**src/rtl/typedef_pkg.sv**
```systemverilog
// Shared types for the vector instruction queue.
// Entry layout and the NOP word shown when no head is valid.
package typedef_pkg;

    typedef struct packed {
        logic [31:0] instr;
        logic [31:0] rs1;
        logic [31:0] rs2;
        logic [1:0]  sew;
    } v_instr_entry_t;

    localparam logic [31:0] V_NOP_INSTR = 32'h0;

endpackage

```
**src/rtl/v_instr_queue_mem.sv**
```systemverilog
// Entry storage for v_instr_queue.
// One write port and one asynchronous read port; the array has no reset.
module v_instr_queue_mem
    import typedef_pkg::*;
#(
    parameter int DEPTH = 4,
    localparam int AW = $clog2(DEPTH)
) (
    input  logic           clk,
    input  logic           we,
    input  logic [AW-1:0]  waddr,
    input  v_instr_entry_t wdata,
    input  logic [AW-1:0]  raddr,
    output v_instr_entry_t rdata
);

    v_instr_entry_t mem [DEPTH];

    always_ff @(posedge clk) begin
        if (we) begin
            mem[waddr] <= wdata;
        end
    end

    assign rdata = mem[raddr];

endmodule

```
**src/rtl/v_instr_queue.sv**
```systemverilog
// Vector instruction queue between scalar dispatch and the scheduler.
// Define V_INSTR_QUEUE_BYPASS_EN to forward a push into an empty queue.
module v_instr_queue
    import typedef_pkg::*;
#(
    parameter int DEPTH = 4,
    localparam int AW = $clog2(DEPTH),
    localparam int CW = AW + 1
) (
    input  logic          clk,
    input  logic          rstn,
    input  logic          flush_i,
    input  logic          s_vld_i,
    output logic          s_rdy_o,
    input  logic [31:0]   s_instr_i,
    input  logic [31:0]   s_rs1_i,
    input  logic [31:0]   s_rs2_i,
    input  logic [1:0]    s_sew_i,
    output logic [31:0]   vector_instr_o,
    output logic [31:0]   rs1_o,
    output logic [31:0]   rs2_o,
    output logic [1:0]    sew_o,
    input  logic          vector_stall_i,
    output logic [CW-1:0] count_o,
    output logic          empty_o
);

    logic [AW-1:0]  wptr;
    logic [AW-1:0]  rptr;
    logic [CW-1:0]  count;
    logic           full;
    logic           empty;
    logic           push;
    logic           head_vld;
    logic           pop;
    logic           wr;
    logic           rd;
    v_instr_entry_t in_entry;
    v_instr_entry_t mem_head;
    v_instr_entry_t head;

    assign full  = (count == CW'(DEPTH));
    assign empty = (count == '0);

    assign s_rdy_o = !full;
    assign push    = s_vld_i && s_rdy_o;

    assign in_entry = '{instr: s_instr_i, rs1: s_rs1_i,
                        rs2: s_rs2_i, sew: s_sew_i};

`ifdef V_INSTR_QUEUE_BYPASS_EN
    logic byp;
    assign byp      = empty && s_vld_i;
    assign head_vld = !empty || byp;
    assign pop      = head_vld && !vector_stall_i;
    // A bypassed entry consumed on the spot never touches storage.
    assign wr       = push && !(byp && !vector_stall_i);
    assign rd       = pop && !empty;
    assign head     = byp ? in_entry : mem_head;
`else
    assign head_vld = !empty;
    assign pop      = head_vld && !vector_stall_i;
    assign wr       = push;
    assign rd       = pop;
    assign head     = mem_head;
`endif

    v_instr_queue_mem #(
        .DEPTH(DEPTH)
    ) u_mem (
        .clk  (clk),
        .we   (wr && !flush_i),
        .waddr(wptr),
        .wdata(in_entry),
        .raddr(rptr),
        .rdata(mem_head)
    );

    always_ff @(posedge clk or negedge rstn) begin
        if (!rstn) begin
            wptr  <= '0;
            rptr  <= '0;
            count <= '0;
        end else if (flush_i) begin
            wptr  <= '0;
            rptr  <= '0;
            count <= '0;
        end else begin
            if (wr) begin
                wptr <= wptr + 1'b1;
            end
            if (rd) begin
                rptr <= rptr + 1'b1;
            end
            if (wr && !rd) begin
                count <= count + 1'b1;
            end else if (rd && !wr) begin
                count <= count - 1'b1;
            end
        end
    end

    always_comb begin
        vector_instr_o = V_NOP_INSTR;
        rs1_o          = '0;
        rs2_o          = '0;
        sew_o          = '0;
        if (head_vld) begin
            vector_instr_o = head.instr;
            rs1_o          = head.rs1;
            rs2_o          = head.rs2;
            sew_o          = head.sew;
        end
    end

    assign count_o = count;
    assign empty_o = empty;

endmodule
```
**config.mk**
```make
export PLATFORM = sky130hd
export DESIGN_NAME = v_instr_queue
export DESIGN_NICKNAME = d
export VERILOG_FILES = /design/src/rtl/typedef_pkg.sv /design/src/rtl/v_instr_queue_mem.sv /design/src/rtl/v_instr_queue.sv
export SDC_FILE = /design/constraint.sdc
export NUM_CORES = 1
export LEC_CHECK = 0
export BUFFER_PORTS_ARGS = -buffer_cell sky130_fd_sc_hd__buf_2
export CORE_AREA = 2 2 231 233
export CTS_CLUSTER_SIZE = 8
export DETAILED_ROUTE_END_ITERATION = 10
export DIE_AREA = 0 0 233 235
export HOLD_SLACK_MARGIN = 0.15
export PLACE_DENSITY = 0.48
export SETUP_SLACK_MARGIN = 0.05
export SYNTH_ARGS = -nofsm -noshare
export SYNTH_HDL_FRONTEND = slang
export SYNTH_SLANG_ARGS = --single-unit
```
**constraint.sdc**
```tcl
create_clock -name clk -period 4.7 [get_ports clk]
set_input_delay 0.705 -clock clk [delete_from_list [all_inputs] [get_ports clk]]
set_output_delay 0.705 -clock clk [all_outputs]
set_load 0.005 [all_outputs]
```
-- After elaboration in Yosys (flattened, before gate mapping)
Memories as Yosys holds them, arrays and structs flattened.
Index checks and enable logic that the tools add are counted.
- register bits: 7
- memory bits (writable): 392
- output and inout bits: 103
- memories: 1
- add/sub/neg operators: 4
- equal/unequal tests: 1
- muxes and demuxes: 13
- reduce and logical (&&, ||, !) cells: 15
- memory list (memory ; depth ; bits a word ; read ports ; clocked after memory_dff ; wr ports ; RTL line ; RTL):
    u_mem.mem ; 4 ; 98 ; 1 ; 0 ; 1 ; v_instr_queue_mem.sv:17 ; v_instr_entry_t mem [DEPTH];
- operators with widths (kind ; number):
    $mux 32 ; 3
    $mux 2 ; 5
    $mux 3 ; 3
    $logic_not 1->1 ; 6
    $logic_and 1x1->1 ; 5
    $add 2x1->2 const B ; 2
    $reduce_bool 2->1 ; 2
    $add 3x1->3 const B ; 1
    $eq 3x3->1 const B ; 1
    $logic_not 3->1 ; 1
    $reduce_bool 3->1 ; 1
    $sub 3x1->3 const B ; 1
    $mux 1 ; 2

-- Depth between registers and ports, before layout
Gate-level depths: netlist of the first run.
- depth in word-level cells: 8
- mapped depth: 9
- mapped depth without buffers: 7

-- Cells and area by module
Synthesis of the first run repeated with hierarchy kept, for this count alone.
- cell total of the unflattened synthesis: 687
- area total of the unflattened synthesis: 15323.4 um^2
- by module, submodules not included (module ; times used ; cells an instance ; area an instance (um^2) ; sequential area each (um^2)):
    v_instr_queue_mem ; 1 ; 516 ; 14149.8 ; 11771.3
    v_instr_queue ; 1 ; 171 ; 1173.6 ; 175.2

-- Worst setup path before layout of the first run
Ideal clock, no wire load.
- path type: input -> register
- from: input s_vld_i
- to: memory u_mem.mem[0][0] in the netlist's numbering (enable)
- arrival time: 3.563 ns
- setup slack: 0.669 ns
- cell stages on the path: 4
- path buffers: 1
- cell sequence: clkbuf_1 nand2_1 nor2_1 and2_1
- longest elaborated chain between the ends: 4
- ends and longest elaborated chain (item ; RTL line ; RTL):
    start, declared ; v_instr_queue.sv:13 ; input logic s_vld_i,
    $logic_and 1x1->1 ; v_instr_queue.sv:46 ; assign push = s_vld_i && s_rdy_o;
    $logic_and 1x1->1 ; v_instr_queue.sv:72 ; .we (wr && !flush_i),
    $mux 1 ; v_instr_queue_mem.sv:20 ; if (we) begin
    $mux 1 (implied by the code) ; v_instr_queue_mem.sv:21 ; mem[waddr] <= wdata;
    end, declared ; v_instr_queue_mem.sv:17 ;
No other way between the ends.

-- Final worst setup path of the first run
- from: register rptr[1]
- to: output vector_instr_o[11]
- longest elaborated chain between the ends: 2
- ends and longest elaborated chain (item ; RTL line ; RTL):
    start, declared ; v_instr_queue.sv:29 ; logic [AW-1:0] rptr;
    start signal, assigned ; v_instr_queue.sv:93 ; rptr <= rptr + 1'b1;
    $mem_v2 4x98 ; - ;
    $mux 32 ; v_instr_queue.sv:108 ; if (head_vld) begin
    end, declared ; v_instr_queue.sv:19 ; output logic [31:0] vector_instr_o,
No other way between the ends.

==> results of run 1 <==
==> final timing paths <==
kind | startpoint | to | slack (ns)
max reg2reg | count_o[0]$_DFFE_PN0P_ | count_o[1]$_DFFE_PN0P_ | 2.02
min | s_instr_i[13] | u_mem.mem[1][79]$_DFFE_PP_ | 0.34
min in group asynchronous | rstn | count_o[2]$_DFFE_PN0P_ | 0.52
max in group asynchronous | rstn | rptr[0]$_DFFE_PN0P_ | 3.98
min reg2reg | wptr[1]$_DFFE_PN0P_ | wptr[1]$_DFFE_PN0P_ | 0.59
max | rptr[1]$_DFFE_PN0P_ | vector_instr_o[11] | 1.31
==> cell type report <==
class | instances | share of cell area [%]
Timing Repair Buffer | 226 | 6.41
Tap cell | 688 | 4.60
Clock buffer | 70 | 7.88
Antenna cell | 3 | 0.0401
Inverter | 5 | 0.100
Multi-Input combinational cell | 245 | 17.1
Sequential cell | 399 | 63.9
==> kinds of logic after synthesis <==
family                     count (synthesis)  share of synthesized area [%]
xor gates and xnor gates                   3                          0.170
adders and majority gates                  5                          0.453
DFF                                      399                           77.1
AOI/OAI and AO/OA                         12                          0.485
muxes                                     98                           14.3
and+or+nand+nor                          127                           5.20
buffers and inverters                     42                           2.29
==> metrics by stage <==
| step | cell area [um2] | cells | power, mW | hold slack, ns | setup slack, ns |
|---|---|---|---|---|---|
| after detailed placement | 17200 | 1562 | 6.50 | 0.568 | 1.80 |
| after global routing | 18700 | 1634 | 10.3 | 0.319 | 1.09 |
| after floorplan | 15500 | 686 | 5.72 | 0.409 | 0.669 |
| final | 18700 | 1636 | 9.83 | 0.338 | 1.31 |
| after global placement | 17200 | 1562 | 6.50 | 0.567 | 1.79 |
| after CTS | 18700 | 1633 | 10.1 | 0.302 | 1.17 |
==> layer usage <==
layer | vias to the layer above | GRT usage (%) | share of wire [%]
met4 | 6 | 4.01 | 2.0
met2 | 184 | 21.7 | 51
met3 | 67 | 3.20 | 6.0
met5 | - | 0 | 0.082
met1 | 3833 | 15.5 | 41
li1 | 3263 | - | -
==> cell usage in the layout (no fill, tap or decap) <==
| cell type | instances |
|---|---|
| buf_12 | 1 |
| dlygate4sd3_1 | 1 |
| a31oi_1 | 1 |
| dfrtp_4 | 2 |
| nor3_1 | 2 |
| nor2b_4 | 5 |
| buf_2 | 205 |
| fa_1 | 1 |
| or3b_4 | 1 |
| edfxtp_1 | 392 |
| nor2b_1 | 95 |
| nor3b_1 | 3 |
| and2_4 | 4 |
| a21oi_1 | 5 |
| clkbuf_16 | 57 |
| xnor2_1 | 3 |
| and2_1 | 1 |
| clkbuf_1 | 13 |
| or2b_1 | 1 |
| ha_1 | 4 |
| nor2_1 | 10 |
| dfrtp_1 | 5 |
| a2111oi_0 | 1 |
| buf_4 | 19 |
| o21a_1 | 1 |
| nor3_2 | 1 |
| o21ai_0 | 2 |
| nand3_1 | 1 |
| o311a_1 | 1 |
| a211oi_1 | 1 |
| mux4_2 | 98 |
| diode_2 | 3 |
| inv_1 | 5 |
| nand2_1 | 3 |
==> flip-flops by register name, indices dropped and copies added, names as in the netlist <==
| signal | cells |
|---|---|
| wptr | 2 |
| rptr | 2 |
| u_mem.mem | 392 |
| count_o | 3 |
==> timing repair <==
item	CTS	global route
hold buffers	1	0
endpoints found under the setup margin	0	0
hold endpoints to repair	7	0
==> report_power, final <==
| part | switching (mW) | internal, mW |
|---|---|---|
| clock | 1.36 | 2.14 |
| combinational | 1.08 | 1.03 |
| sequential | 0.111 | 4.12 |
| total | 2.55 | 7.29 |
==> impl_results.md, run 1 <==
- Crit-path slowest cell: dfrtp_4
- CP Depth: 4
- Clock root buffer: clkbuf_16
- Relative slew slack: 46.4%
- Final Setup Violations: 0
- Ys flop type: edfxtp_1
- Port Buf Inserts: 205
- DRC: 0
- First-pass GRT wire length: 51.1 mm
- H-tree depth: 2
- Hold Vio Cnt, Final: 0
- Asr flop ratio synth: 1.75%
- Max Clk Rate: 295 MHz
- Setup crit start kind: flip-flop
- Post-cts sizing count: 0
- Status: complete, no violations
- Crit-path max FO: 41
- Worst Hold Depth: 1
- Crit end category: output port
- Largest cells by area after synthesis: edfxtp_1 (76%), mux4_2 (14%), nor2b_1 (3.8%)
- Starting Density: 29.6%
- Initial antenna violation count: 7
- Largest net degree at the start of global routing: 52
- Max-cap violations: 0
- Die Y: 235 um
- Distinct cells, synth: 29
- Cell with the most instances after synthesis: edfxtp_1
- Worst min path class: input pin to flip-flop
- Skew final: 0.0144 ns
- Cell chain of the critical path: buf_4 > mux4_2 > nor2b_1 > buf_2
- Core Util, Final: 35.8%
- Global route overflow: 0
- CP delay by family, top: flip-flops
- Leakage: 6.27 nW
- Synth Warn #: 0
- EDFF count, synth: 392
- Hpwl dp: 20.6 mm
- Maximum vdd drop: 0.273 mV
- Worst-Skew Late Latency: 0.58 ns
- Worst-Margin Slew: 0.804 ns
- Core area: 52200 um2
- Tot GR Track Use: 12.6%
- Post-Syn Area: 15500 um2
- Vias per Instance: 4.49
- Fin. max-slew vios: 0
- Critical Path AT: 2.69 ns
- Routed Antenna Nets: 0
- Clock transition at path regs: 0.05 ns
- Most frequent cells after synthesis: edfxtp_1 (392), mux4_2 (98), nor2b_1 (95)
- Register area: 12000 um2
- Sequential fraction of the synthesis area: 77.1%
- Cells after synthesis: 686
- DRT Pass-1 Iters: 7
- Nets@finish: 1040
- Setup TNS: 0 ns
- Fraction of layout cells with a size suffix above 1: 41.6%
- Tcrit/Tclk final: 72.1%
- Wire per inst: 20.9 um
- Number of clock buffers inserted by TritonCTS: 55
- Routed vias: 7353
- Die width: 233 um
- Setup bufs post-CTS: 0
- CTS tree: built
- FF-to-FF path depth: 7
- Synth-to-Final Area Change: 20.8%
- GPL Wtd Cong: 0.660
- Syn Nets: 794
- Share of the synthesized area in the top cell type: 76.0%
- # IOs: 206
- Flops & latches, synth: 399
- CP required: 3.99 ns
- DR iter-0 viols: 406
- Drt total wl: 34.1 mm
- Kind of critical path: flip-flop to output port
- Fin crit period: 3.39 ns
- PwrDens: 525 nW/um2
- Delay of the slowest critical-path stage: 0.87 ns
- Buffers & Inverters on Critical Path: 2
- Top cell type by total area after synthesis: edfxtp_1
- Row count: 84
- Longest Clk Path Bufs: 3
- Fillers: 4846
- Unrepaired setup endpoints after global routing: no
- Area of the multi-input gates: 3200 um2
- Vias in the first global route: 7971
- Total Die Area: 54800 um2
- Syn Area/Cell: 22.6 um2
- TritonCTS Sinks: 399
(Power assumes the default switching activity.)
==> run 2, diff against run 1 <==
--- a/config.mk
+++ b/config.mk
@@ -11,7 +11,7 @@
 export DETAILED_ROUTE_END_ITERATION = 10
 export DIE_AREA = 0 0 233 235
 export HOLD_SLACK_MARGIN = 0.15
-export PLACE_DENSITY = 0.48
+export PLACE_DENSITY = 0.49
 export SETUP_SLACK_MARGIN = 0.05
 export SYNTH_ARGS = -nofsm -noshare
 export SYNTH_HDL_FRONTEND = slang
==> constraint.sdc (replaced) <==
create_clock -name clk -period 2.9 [get_ports clk]
set_input_delay 0.435 -clock clk [delete_from_list [all_inputs] [get_ports clk]]
set_output_delay 0.435 -clock clk [all_outputs]
set_load 0.005 [all_outputs]
==> run 2 against run 1 <==
Effect of this change: via count rose by 5.0%; first-iteration DRC count fell by 21%; cell count rose by 5.6%; highest routed layer unchanged; design area rose by 6.1%; combinational power rose by 78%.
==> impl_results.md, run 2 (synthesized netlist as in run 1, its figures left out) <==
- Wire per inst: 19.8 um (was 20.9 um)
- Row count: 84 (unchanged)
- Setup crit start kind: flip-flop (unchanged)
- Reg2reg start: count_o[2]$_DFFE_PN0P_ (was count_o[0]$_DFFE_PN0P_)
- Max Clk Rate: 368 MHz
- Leakage: 6.73 nW (was 6.27 nW)
- Starting Density: 29.6% (unchanged)
- CTS tree: built (unchanged)
- Vias per Instance: 4.47 (was 4.49)
- DRC: 0 (unchanged)
- Tcrit/Tclk final: 93.6%
- Number of clock buffers inserted by TritonCTS: 56 (was 55)
- WHS Endpoint: wptr[1]$_DFFE_PN0P_ (was u_mem.mem[1][79]$_DFFE_PP_)
- Final Setup Violations: 0 (unchanged)
- Core Util, Final: 38.0% (was 35.8%)
- Hold Vio Cnt, Final: 0 (unchanged)
- Critical Path AT: 2.28 ns (was 2.69 ns)
- H-tree depth: 2 (unchanged)
- Routed vias: 7722 (was 7353)
- Fin. max-slew vios: 0 (unchanged)
- Setup TNS: 0 ns (unchanged)
- Commonest cells after routing, fill and taps aside: edfxtp_1 (392), buf_2 (205), dlygate4sd3_1 (100), mux4_2 (98), nor2b_1 (95) (was edfxtp_1 (392), buf_2 (205), mux4_2 (98), nor2b_1 (95), clkbuf_16 (57))
- Worst R2R End: u_mem.mem[3][35]$_DFFE_PP_ (was count_o[1]$_DFFE_PN0P_)
- # IOs: 206 (unchanged)
- Fraction of layout cells with a size suffix above 1: 38.3% (was 41.6%)
- Worst Min Path Start: s_vld_i (was s_instr_i[13])
- Worst min path class: input pin to flip-flop (unchanged)
- DR iter-0 viols: 321 (was 406)
- Fin crit period: 2.72 ns
- Initial antenna violation count: 4 (was 7)
- Flop-to-flop setup slack: 0.73 ns (was 2.02 ns)
- Antenna cells: 0 (was 3)
- Tot GR Track Use: 12.5% (was 12.6%)
- Global route overflow: 0 (unchanged)
- Largest net degree at the start of global routing: 75 (was 52)
- Crit-path max FO: 25 (was 41)
- GPL Wtd Cong: 0.687 (was 0.660)
- Die Y: 235 um (unchanged)
- Drt total wl: 34.3 mm (was 34.1 mm)
- Longest Clk Path Bufs: 3 (unchanged)
- Worst-Skew Late Latency: 0.58 ns (about the same)
- PwrDens: 813 nW/um2 (was 525 nW/um2)
- Worst Hold Depth: 3 (was 1)
- Worst-Margin Slew: 0.542 ns (was 0.804 ns)
- Hpwl dp: 18.9 mm (was 20.6 mm)
- Port Buf Inserts: 205 (unchanged)
- FF-to-FF path depth: 5 (was 7)
- Finished Cell Area: 19900 um2 (was 18700 um2)
- TritonCTS Sinks: 399 (unchanged)
- Clock transition at path regs: 0.05 ns (about the same)
- Core area: 52200 um2 (unchanged)
- Maximum vdd drop: 0.490 mV (was 0.273 mV)
- Kind of critical path: flip-flop to output port (unchanged)
- Biggest register: u_mem.mem (unchanged)
- Die width: 233 um (unchanged)
- Most common cell after layout, fill and taps aside: edfxtp_1 (unchanged)
- Crit end category: output port (unchanged)
- Vias in the first global route: 8480 (was 7971)
- Clock root buffer: clkbuf_16 (unchanged)
- Nets@finish: 1142 (was 1040)
- Total Die Area: 54800 um2 (unchanged)
- DRT Pass-1 Iters: 4 (was 7)
- Skew final: 0.0122 ns (was 0.0144 ns)
- CP required: 2.47 ns (was 3.99 ns)
- Status: complete, no violations (unchanged)
- Routed Antenna Nets: 0 (unchanged)
- Synth-to-Final Area Change: 28.2% (was 20.8%)
- Cell Area, Placed: 17300 um2 (was 17200 um2)
- Pwr Total: 16.2 mW (was 9.83 mW)
- Unrepaired setup endpoints after global routing: yes (was no)
- Relative slew slack: 63.8% (was 46.4%)
- Max reg flops: 392 (unchanged)
- First-pass GRT wire length: 50.9 mm (was 51.1 mm)
- Max-cap violations: 0 (unchanged)
-- run 2: how the worst max path moves through the flow --
stage                                      start  cells after the start                   endpoint
final                        rptr[0]$_DFFE_PN0P_                      4                  rs2_o[24]
after global routing      count_o[0]$_DFFE_PN0P_                      4         vector_instr_o[22]
after CTS                 count_o[0]$_DFFE_PN0P_                      4                  rs2_o[24]
after detailed placement     rptr[1]$_DFFE_PN0P_                      4         vector_instr_o[14]
after global placement       rptr[1]$_DFFE_PN0P_                      4         vector_instr_o[14]
after floorplan                          s_vld_i                      4  u_mem.mem[0][0]$_DFFE_PP_
-- run 2: per-stage QoR --
stage | hold slack [ns] | setup WS [ns] | cells
finish | 0.209 | 0.184 | 1727
global route | 0.205 | 0.0337 | 1727
CTS | 0.152 | 0.0528 | 1725
detailed placement | 0.312 | 0.720 | 1562
global placement | 0.311 | 0.717 | 1562
floorplan | 0.139 | 0.229 | 686
-- run 2: worst max-delay path, cell delays in order, from the launching register on --
cell and delay [ns]:
dfrtp_4 0.54, buf_12 0.26, mux4_2 0.55, nor2b_1 0.16, buf_2 0.15
-- run 2: where the power goes --
part | total [mW] | switching (mW) | leakage [nW] | internal [mW]
Sequential | 6.81 | 0.130 | 3.65 | 6.68
Clock | 5.60 | 2.22 | 0.715 | 3.38
Combinational | 3.74 | 1.87 | 2.36 | 1.88
Total | 16.2 | 4.21 | 6.73 | 11.9
-- run 2: final cells by class --
cell class	instances	area, um2
Clock buffer	58	1410
Fill cell	4779	32400
Tap cell	688	861
Multi-Input combinational cell	245	3200
Inverter	5	18.8
Clock inverter	5	56.3
Sequential cell	399	12000
Timing Repair Buffer	327	2360
-- run 2: per-layer routing --
metal | vias up | GRT usage, % | share of wire (%)
met1 | 4020 | 14.6 | 41
met3 | 63 | 3.97 | 6.0
met4 | 8 | 3.55 | 2.0
met2 | 168 | 21.9 | 51
li1 | 3463 | - | -
met5 | - | 0 | 0.14
-- run 2: repair_timing --
action                                 4_1_cts  5_1_grt
resized for setup                            0        4
setup buffers                                0        1
endpoints found under the hold margin      404        0
setup endpoints to repair                    0       73
hold buffers                               100        0
